### src/rtl/mem_stage_ctrl_if.sv
`default_nettype none
// ============================================================================
//  Module      : mem_stage_ctrl_if
//  Description : Data-memory request/acknowledge bus. The MEM stage drives
//                the request side (master); the memory answers (slave).
//  Revision    : 1.0  initial release
// ============================================================================
interface mem_stage_ctrl_if #(
    parameter int DATA_W = 8
);
    logic              req;
    logic              we;
    logic [DATA_W-1:0] addr;
    logic [DATA_W-1:0] wdata;
    logic              ack;
    logic [DATA_W-1:0] rdata;

    modport master (
        output req, we, addr, wdata,
        input  ack, rdata
    );

    modport slave (
        input  req, we, addr, wdata,
        output ack, rdata
    );
endinterface
`default_nettype wire

### src/rtl/mem_stage_ctrl.sv
`default_nettype none
// ============================================================================
//  Module      : mem_stage_ctrl
//  Description : MEM pipeline stage. Performs the data-memory access with
//                wait states (stalling upstream), resolves branch/jump into a
//                PC redirect + flush, and registers the MEM/WB bundle.
//  Revision    : 1.0  initial release
// ============================================================================
module mem_stage_ctrl #(
    parameter int DATA_W   = 8,
    parameter int ADDR_W   = 32,
    parameter int REGA_W   = 32,
    parameter int MAX_WAIT = 16
) (
    input  wire logic              clk,
    input  wire logic              rst_n,
    input  wire logic [DATA_W-1:0] MEM_aluout,
    input  wire logic [DATA_W-1:0] MEM_read_data2,
    input  wire logic [REGA_W-1:0] MEM_reg_write_addr,
    input  wire logic [ADDR_W-1:0] MEM_branch_addr,
    input  wire logic [ADDR_W-1:0] MEM_jump_addr,
    input  wire logic              MEM_zr,
    input  wire logic              MEM_ng,
    input  wire logic              MEM_cr,
    input  wire logic              MEM_ov,
    input  wire logic              MEM_Branch,
    input  wire logic              MEM_BranchFlip,
    input  wire logic              MEM_MemRead,
    input  wire logic              MEM_MemWrite,
    input  wire logic              MEM_Jump,
    input  wire logic              MEM_RegWrite,
    input  wire logic              MEM_MemtoReg,
    mem_stage_ctrl_if.master       dmem,
    output logic                   stall,
    output logic                   pc_redirect,
    output logic [ADDR_W-1:0]      pc_target,
    output logic                   flush,
    output logic                   WB_RegWrite,
    output logic [REGA_W-1:0]      WB_reg_write_addr,
    output logic [DATA_W-1:0]      WB_wdata,
    output logic                   bus_err
);

    localparam logic [1:0] IDLE = 2'd0;
    localparam logic [1:0] WAIT = 2'd1;
    localparam logic [1:0] DONE = 2'd2;

    // Counter only needs to reach MAX_WAIT-1; keep at least one bit.
    localparam int               CNT_W    = (MAX_WAIT > 1) ? $clog2(MAX_WAIT) : 1;
    localparam logic [CNT_W-1:0] CNT_LAST = CNT_W'(MAX_WAIT - 1);
    localparam bit               TIMEOUT_EN = (MAX_WAIT != 0);

    logic [1:0]        state;
    logic [CNT_W-1:0]  cnt;
    logic              abort;
    logic [DATA_W-1:0] rdata_q;
    logic              req_q;
    logic              we_q;
    logic [DATA_W-1:0] addr_q;
    logic [DATA_W-1:0] wdata_q;
    logic              mem;
    logic              take;

    // Flags other than zero are carried in the bundle but never consulted.
    logic unused_flags;
    assign unused_flags = &{1'b0, MEM_ng, MEM_cr, MEM_ov};

    assign dmem.req   = req_q;
    assign dmem.we    = we_q;
    assign dmem.addr  = addr_q;
    assign dmem.wdata = wdata_q;

    // Stall while an access is being launched or is outstanding; redirect only on retire.
    always_comb begin
        mem         = MEM_MemRead | MEM_MemWrite;
        stall       = ((state == IDLE) & mem) | (state == WAIT);
        take        = MEM_Jump | (MEM_Branch & (MEM_zr ^ MEM_BranchFlip));
        pc_redirect = ~stall & take;
        flush       = pc_redirect;
        pc_target   = (~stall & MEM_Jump) ? MEM_jump_addr : MEM_branch_addr;
    end

    // Access FSM: launch request, wait for ack or timeout, then one retire cycle.
    always_ff @(posedge clk or negedge rst_n) begin
        if (!rst_n) begin
            state   <= IDLE;
            cnt     <= '0;
            abort   <= 1'b0;
            rdata_q <= '0;
            req_q   <= 1'b0;
            we_q    <= 1'b0;
            addr_q  <= '0;
            wdata_q <= '0;
            bus_err <= 1'b0;
        end else begin
            case (state)
                IDLE: begin
                    if (mem) begin
                        req_q   <= 1'b1;
                        we_q    <= MEM_MemWrite;
                        addr_q  <= MEM_aluout;
                        wdata_q <= MEM_read_data2;
                        cnt     <= '0;
                        state   <= WAIT;
                    end
                end
                WAIT: begin
                    // Ack takes priority over a simultaneous timeout.
                    if (dmem.ack) begin
                        req_q   <= 1'b0;
                        rdata_q <= dmem.rdata;
                        abort   <= 1'b0;
                        state   <= DONE;
                    end else if (TIMEOUT_EN && (cnt == CNT_LAST)) begin
                        req_q   <= 1'b0;
                        abort   <= 1'b1;
                        bus_err <= 1'b1;
                        state   <= DONE;
                    end else begin
                        cnt <= cnt + CNT_W'(1);
                    end
                end
                DONE: begin
                    state <= IDLE;
                end
                default: begin
                    state <= IDLE;
                end
            endcase
        end
    end

    // MEM/WB register: capture on retire, insert a bubble on every stall edge.
    always_ff @(posedge clk or negedge rst_n) begin
        if (!rst_n) begin
            WB_RegWrite       <= 1'b0;
            WB_reg_write_addr <= '0;
            WB_wdata          <= '0;
        end else if (stall) begin
            WB_RegWrite <= 1'b0;
        end else begin
            // An aborted load has no valid data, so its register write is dropped.
            WB_RegWrite       <= MEM_RegWrite & ~((state == DONE) & abort & MEM_MemRead);
            WB_reg_write_addr <= MEM_reg_write_addr;
            WB_wdata          <= MEM_MemtoReg ? rdata_q : MEM_aluout;
        end
    end

endmodule
`default_nettype wire

### src/flat_wrapper.sv
// flat-port wrapper written by rule: the top's interface ports become plain ports
module mem_stage_ctrl_flat 
#(
    parameter int DATA_W   = 8,
    parameter int ADDR_W   = 32,
    parameter int REGA_W   = 32,
    parameter int MAX_WAIT = 16
)
  (clk, rst_n, MEM_aluout, MEM_read_data2, MEM_reg_write_addr, MEM_branch_addr, MEM_jump_addr, MEM_zr, MEM_ng, MEM_cr, MEM_ov, MEM_Branch, MEM_BranchFlip, MEM_MemRead, MEM_MemWrite, MEM_Jump, MEM_RegWrite, MEM_MemtoReg, stall, pc_redirect, pc_target, flush, WB_RegWrite, WB_reg_write_addr, WB_wdata, bus_err, dmem_req, dmem_we, dmem_addr, dmem_wdata, dmem_ack, dmem_rdata);
  mem_stage_ctrl_if #(.DATA_W(DATA_W)) dmem_i ();
  input  wire logic clk;
  input  wire logic rst_n;
  input  wire logic [DATA_W-1:0] MEM_aluout;
  input  wire logic [DATA_W-1:0] MEM_read_data2;
  input  wire logic [REGA_W-1:0] MEM_reg_write_addr;
  input  wire logic [ADDR_W-1:0] MEM_branch_addr;
  input  wire logic [ADDR_W-1:0] MEM_jump_addr;
  input  wire logic MEM_zr;
  input  wire logic MEM_ng;
  input  wire logic MEM_cr;
  input  wire logic MEM_ov;
  input  wire logic MEM_Branch;
  input  wire logic MEM_BranchFlip;
  input  wire logic MEM_MemRead;
  input  wire logic MEM_MemWrite;
  input  wire logic MEM_Jump;
  input  wire logic MEM_RegWrite;
  input  wire logic MEM_MemtoReg;
  output logic stall;
  output logic pc_redirect;
  output logic [ADDR_W-1:0] pc_target;
  output logic flush;
  output logic WB_RegWrite;
  output logic [REGA_W-1:0] WB_reg_write_addr;
  output logic [DATA_W-1:0] WB_wdata;
  output logic bus_err;
  output wire logic [$bits(dmem_i.req)-1:0] dmem_req;
  output wire logic [$bits(dmem_i.we)-1:0] dmem_we;
  output wire logic [$bits(dmem_i.addr)-1:0] dmem_addr;
  output wire logic [$bits(dmem_i.wdata)-1:0] dmem_wdata;
  input wire logic [$bits(dmem_i.ack)-1:0] dmem_ack;
  input wire logic [$bits(dmem_i.rdata)-1:0] dmem_rdata;
  assign dmem_req = dmem_i.req;
  assign dmem_we = dmem_i.we;
  assign dmem_addr = dmem_i.addr;
  assign dmem_wdata = dmem_i.wdata;
  assign dmem_i.ack = dmem_ack;
  assign dmem_i.rdata = dmem_rdata;
  mem_stage_ctrl #(.DATA_W(DATA_W), .ADDR_W(ADDR_W), .REGA_W(REGA_W), .MAX_WAIT(MAX_WAIT)) u_core (.clk(clk), .rst_n(rst_n), .MEM_aluout(MEM_aluout), .MEM_read_data2(MEM_read_data2), .MEM_reg_write_addr(MEM_reg_write_addr), .MEM_branch_addr(MEM_branch_addr), .MEM_jump_addr(MEM_jump_addr), .MEM_zr(MEM_zr), .MEM_ng(MEM_ng), .MEM_cr(MEM_cr), .MEM_ov(MEM_ov), .MEM_Branch(MEM_Branch), .MEM_BranchFlip(MEM_BranchFlip), .MEM_MemRead(MEM_MemRead), .MEM_MemWrite(MEM_MemWrite), .MEM_Jump(MEM_Jump), .MEM_RegWrite(MEM_RegWrite), .MEM_MemtoReg(MEM_MemtoReg), .dmem(dmem_i), .stall(stall), .pc_redirect(pc_redirect), .pc_target(pc_target), .flush(flush), .WB_RegWrite(WB_RegWrite), .WB_reg_write_addr(WB_reg_write_addr), .WB_wdata(WB_wdata), .bus_err(bus_err));
endmodule
### config.mk
export PLATFORM = sky130hd
export DESIGN_NAME = mem_stage_ctrl_flat
export DESIGN_NICKNAME = d
export VERILOG_FILES = /design/src/rtl/mem_stage_ctrl_if.sv /design/src/rtl/mem_stage_ctrl.sv /design/src/flat_wrapper.sv
export SDC_FILE = /design/constraint.sdc
export NUM_CORES = 1
export LEC_CHECK = 0
export ABC_CLOCK_PERIOD_IN_PS = 1600
export CAP_MARGIN = 20
export CORE_MARGIN = 4
export CORE_UTILIZATION = 34
export DETAILED_ROUTE_END_ITERATION = 8
export PLACE_DENSITY = 0.79
export REMOVE_ABC_BUFFERS = 1
export SYNTH_ARGS = -nofsm -noshare
export SYNTH_HDL_FRONTEND = slang
export SYNTH_SLANG_ARGS = --single-unit
### constraint.sdc
create_clock -name clk -period 1.6 [get_ports clk]
set_clock_uncertainty 0.05 [all_clocks]
set_input_delay 0.16 -clock clk [delete_from_list [all_inputs] [get_ports clk]]
set_output_delay 0.16 -clock clk [all_outputs]
set_load 0.1 [all_outputs]
# Word level (Yosys, flattened, before mapping)

Cells that the tools add are included.
Widths: inputs -> output; s select.

Word-level logic and storage cells: 61
Register bits after elaboration: 75

Reductions and logical operators: 10
Muxes and demuxes: 17
Equal/unequal tests: 7
Bitwise operators: 14
Add/subtract/negate cells: 1

Operators with widths:

| cell                | count |
|---|---|
| $mux 32             | 1 |
| $mux 4              | 3 |
| $mux 8              | 1 |
| $pmux 4 s2          | 1 |
| $reduce_and 2->1    | 4 |
| $and 1x1->1         | 7 |
| $mux 1              | 6 |
| $mux 2              | 3 |
| $reduce_and 3->1    | 2 |
| $add 4x1->4 const B | 1 |
| $eq 4x4->1 const B  | 1 |
| $ne 2x2->1 const B  | 2 |
| $pmux 2 s2          | 1 |
| $reduce_and 4->1    | 1 |
| $reduce_bool 2->1   | 2 |
| $ne 3x3->1 const B  | 1 |
| $not 1->1           | 3 |
| $or 1x1->1          | 3 |
| $eq 2x1->1 const B  | 1 |
| $eq 2x2->1 const B  | 1 |
| $logic_not 2->1     | 1 |
| $ne 2x1->1 const B  | 1 |
| $pmux 1 s2          | 1 |
| $xor 1x1->1         | 1 |

# Depth between registers and ports, before layout

Gate-level depths: netlist of run 1.

Word-level depth: 6
Mapped depth: 5

# Least setup slack after synthesis of run 1

OpenSTA, ideal clock, no wires.

Kind: register to output
Start: register u_core.state[0]
End: output pc_redirect
Data required time: 1.390 ns
Stages on the path, launching flop included: 6
Slack: -1.457 ns
Buffers on the path: 2
Data arrival time: 2.847 ns
Cells stage by stage: dfrtp_1 -> nor3_4 -> nor2_4 -> buf_6 -> nor2_1 -> buf_4

Cells in the longest elaborated chain, start to end: 5
Elaborated cells on any way between the ends: 6
Those cells by class: 1 x eq/ne; 4 x bitwise; 1 x reduce/logical

RTL lines:

| element                | line                  | RTL |
|---|---|---|
| start, declared        | mem_stage_ctrl.sv:53  | `logic [1:0] state;` |
| start signal, assigned | mem_stage_ctrl.sv:86  | `state <= IDLE;` |
| start signal, assigned | mem_stage_ctrl.sv:104 | `state <= WAIT;` |
| start signal, assigned | mem_stage_ctrl.sv:113 | `state <= DONE;` |
| $logic_not 2->1        | mem_stage_ctrl.sv:76  | `stall = ((state == IDLE) & mem) \| (state == WAIT);` |
| $and 1x1->1            | mem_stage_ctrl.sv:76  |  |
| $or 1x1->1 *           | mem_stage_ctrl.sv:76  |  |
| via stall              | flat_wrapper.sv:29    | `output logic stall;` |
| $not 1->1 *            | mem_stage_ctrl.sv:78  | `pc_redirect = ~stall & take;` |
| $and 1x1->1 *          | mem_stage_ctrl.sv:78  |  |
| end, declared          | flat_wrapper.sv:30    | `output logic pc_redirect;` |

The timed path passes the listed nets; every way through them passes the cells marked *.

# Worst setup path after layout of run 1

Start: input MEM_MemRead
End: output pc_target[11]

Cells in the longest elaborated chain, start to end: 6

RTL lines:

| element         | line                 | RTL |
|---|---|---|
| start, declared | flat_wrapper.sv:24   | `input wire logic MEM_MemRead;` |
| $or 1x1->1      | mem_stage_ctrl.sv:75 | `mem = MEM_MemRead \| MEM_MemWrite;` |
| $and 1x1->1     | mem_stage_ctrl.sv:76 |  |
| $or 1x1->1      | mem_stage_ctrl.sv:76 |  |
| $not 1->1       | mem_stage_ctrl.sv:80 | `pc_target = (~stall & MEM_Jump) ? MEM_jump_addr : MEM_branch_addr;` |
| $and 1x1->1     | mem_stage_ctrl.sv:80 |  |
| $mux 32         | mem_stage_ctrl.sv:80 |  |
| end, declared   | flat_wrapper.sv:31   | `output logic [ADDR_W-1:0] pc_target;` |

Every way passes these cells.

==> flow_summary.ini, run 1 <==
[status]
status = finished, violations left
violations = negative setup slack

[setup_path]
crit_buf_inv = 3
cp_common_cell = buf_12
crit_path_end_kind = output pin
arrival_ps = 1820
crit_slowest_cell = clkdlybuf4s50_1
required_ps = 1390
crit_fanout = 20
path_cells = clkdlybuf4s50_1, nor3_4, o21ai_4, buf_12, mux2_4, buf_12
slowest_delay_ps = 570
worstSetupPathType = input pin to output pin
crit_family = buffers and inverters
setup.worst_path.start_class = input pin

[die]
die_x_um = 114
die-area_mm2 = 0.0130
design.core.area_mm2 = 0.0109
die_h_um = 114
io_pins = 229
start_util_pct = 34.9
row_count = 38

[sta]
worst_pin_slew_ps = 410
fmax_mhz = 494
fin_hold_ws_ps = 373
fin_crit_sh_pct = 127
slew_headroom_pct = 72.6
final_max_slew_viol_count = 0
hold_viol_final = 0
layout_setup_ws_ps = -426
finalSetupViolCount = 100
rsz0062_at_grt = true
min_period_ps = 2030

[placement]
detailed_place_hpwl_um = 11100
place.gp.congestion = 0.921
port_buffers = 225

[yosys]
yosysTopAreaCell = dfrtp_1
yosys-top-cells-count = mux2_4, dfrtp_1, mux2_2
ys_async_sr_fraction_pct = 100
synth_top_cell_area_share_pct = 49.2
synthTopCellsByArea = dfrtp_1, mux2_4, mux2_2
synth_area_mm2 = 0.00382
synth_cell_types = 36
post-synth-top-count-cell = mux2_4
synth_edf_count = 0
synth_seq_cells = 75
ys_warn_count = 0
syn_avg_cell_area_um2 = 16.2
yosysSeqAreaShare_pct = 49.2
synth_ff_type = dfrtp_1
synthesis.instances = 236

[final_layout]
drive_gt1_share_pct = 54.4
num-nets-final = 644
diodes = 0
multi_input_area_mm2 = 0.00189
areaGrowthSynthToFinish_pct = 114
seq_area_mm2 = 0.00188
fillers = 619

[detailed_routing]
viasPerCell = 4.87
vias = 3180
avgRoutedWirePerCell_um = 25.1
drtIter0Drc = 141
routed_wl_um = 16400
dr.pass1.iters = 4
drc = 0
drt.antenna.violating_nets = 0

[global_route]
grt_remaining_overflow = 0
grt_start_max_net_pins = 76
grt_pass1_vias = 3586
antenna_found_initial = 0
grt_use_met1_pct = 21.5
grtUsageTotal_pct = 22.8
grt-busiest-layer = met2
grt_pass1_wl_um = 22000
use_met2_pct = 42.2
use_met3_pct = 10.5

[cts]
numCtsBuffers = 9
clock_sink_count = 75
clk-insertion-delay-late_ps = 330
ctsLongestPathBuffers = 2
clk_pin_slew_ps = 70
clk_root_buffer_cell = clkbuf_16
cts_tree = built
cts.htree.levels = 3

[min_path]
hp-class = input pin to register

[run]
maxCapViolCount = 0
[final cells by class]
| cell class | count | area share, % |
|---|---|---|
| Multi-Input combinational cell | 146 | 23.2 |
| Inverter | 3 | 0.138 |
| Sequential cell | 75 | 23.0 |
| Clock inverter | 6 | 1.09 |
| Timing Repair Buffer | 274 | 47.7 |
| Clock buffer | 9 | 2.76 |
| Tap cell | 140 | 2.14 |
[per-layer routing]
metal	vias to the layer above	routed length (um)
met5	-	0
met4	0	625
met3	29	1660
met2	193	8690
met1	1568	5410
li1	1390	-
[registers in the layout, summed over array words and instances (netlist names), 2 cells and up]
register / flops
u_core.WB_reg_write_addr: 32
u_core.WB_wdata: 8
u_core.dmem.addr: 8
u_core.dmem.wdata: 8
u_core.rdata_q: 8
u_core.cnt: 4
u_core.state: 2
[through the flow]
| stage | instance area (um2) | cells | utilization, % | setup TNS (ps) | setup slack [ps] |
|---|---|---|---|---|---|
| floorplan | 3680 | 224 | - | -54180 | -2280 |
| global placement | 7370 | 616 | 67.4 | -19710 | -312 |
| detailed placement | 7370 | 616 | 67.4 | -22290 | -344 |
| CTS | 7990 | 647 | 73.1 | -17840 | -357 |
| global route | 8170 | 653 | 74.7 | -27250 | -461 |
| finish | 8170 | 653 | 74.7 | -24490 | -426 |
[timing repair]
action | in CTS | in global routing
hold endpoints to repair | 75 | 0
gates resized for setup | 23 | 22
hold buffers | 1 | 0
pin swaps | 4 | 2
cloned | 4 | 2
setup buffers | 12 | 5
setup endpoints to repair | 61 | 102
[kinds of logic (layout without fill, tap and decap cells)]
group	after synthesis	after routing	share of synthesized area [%]
buffers and inverters	15	292	3.77
muxes	106	106	39.5
xor gates and xnor gates	1	1	0.230
AOI/OAI and AO/OA	15	15	2.85
adders and majority gates	1	1	0.328
and+or+nand+nor	23	23	4.13
DFF	75	75	49.2
[worst paths after layout]
path                                         from                      endpoint  slack [ps]  cells after the start
min in group asynchronous                   rst_n          u_core.dmem.wdata[6]         390                      3
worst min-delay path                 MEM_RegWrite            u_core.WB_RegWrite         370                      2
max in group asynchronous                   rst_n  u_core.WB_reg_write_addr[14]         770                      3
worst max register to register    u_core.state[1]  u_core.WB_reg_write_addr[12]        -230                      8
worst min register to register  u_core.rdata_q[6]             u_core.rdata_q[6]         460                      1
worst max-delay path                  MEM_MemRead                 pc_target[11]        -430                      6
[worst register-to-register path: cells and delay by family (launching register included)]
kind                   cells  cell delay (ps)
muxes                      1              300
buffers and inverters      6              800
DFF                        1              440
and+or+nand+nor            1              140
[placed cells by master, fill, tap and decap left out, drive strengths merged, types with 3 or more instances in the layout]
cell,instances
nand3,5
inv,4
buf,142
o21ai,6
nor2,6
clkbuf,11
mux2,105
dfrtp,75
nand2,3
clkdlybuf4s50,129
Power of run 1 is left out: the tool's default activity adds up to more than one toggle a clock period on the data nets, which glitch-free logic cannot reach.
==> run 2, diff against run 1 <==
--- a/config.mk
+++ b/config.mk
@@ -5,7 +5,6 @@
 export SDC_FILE = /design/constraint.sdc
 export NUM_CORES = 1
 export LEC_CHECK = 0
-export ABC_CLOCK_PERIOD_IN_PS = 1600
 export CAP_MARGIN = 20
 export CORE_MARGIN = 4
 export CORE_UTILIZATION = 34
==> results of run 2 <==
The final DEF is identical to that of run 1; final timing and power are the same.
Power of run 2 is left out for the same reason.
==> run 3, diff against run 2 <==
--- a/config.mk
+++ b/config.mk
@@ -9,6 +9,7 @@
 export CORE_MARGIN = 4
 export CORE_UTILIZATION = 34
 export DETAILED_ROUTE_END_ITERATION = 8
+export HOLD_SLACK_MARGIN = 0.05
 export PLACE_DENSITY = 0.79
 export REMOVE_ABC_BUFFERS = 1
 export SYNTH_ARGS = -nofsm -noshare
==> results of run 3 <==
The final DEF is identical to that of run 1; final timing and power are the same.
Power of run 3 is left out for the same reason.
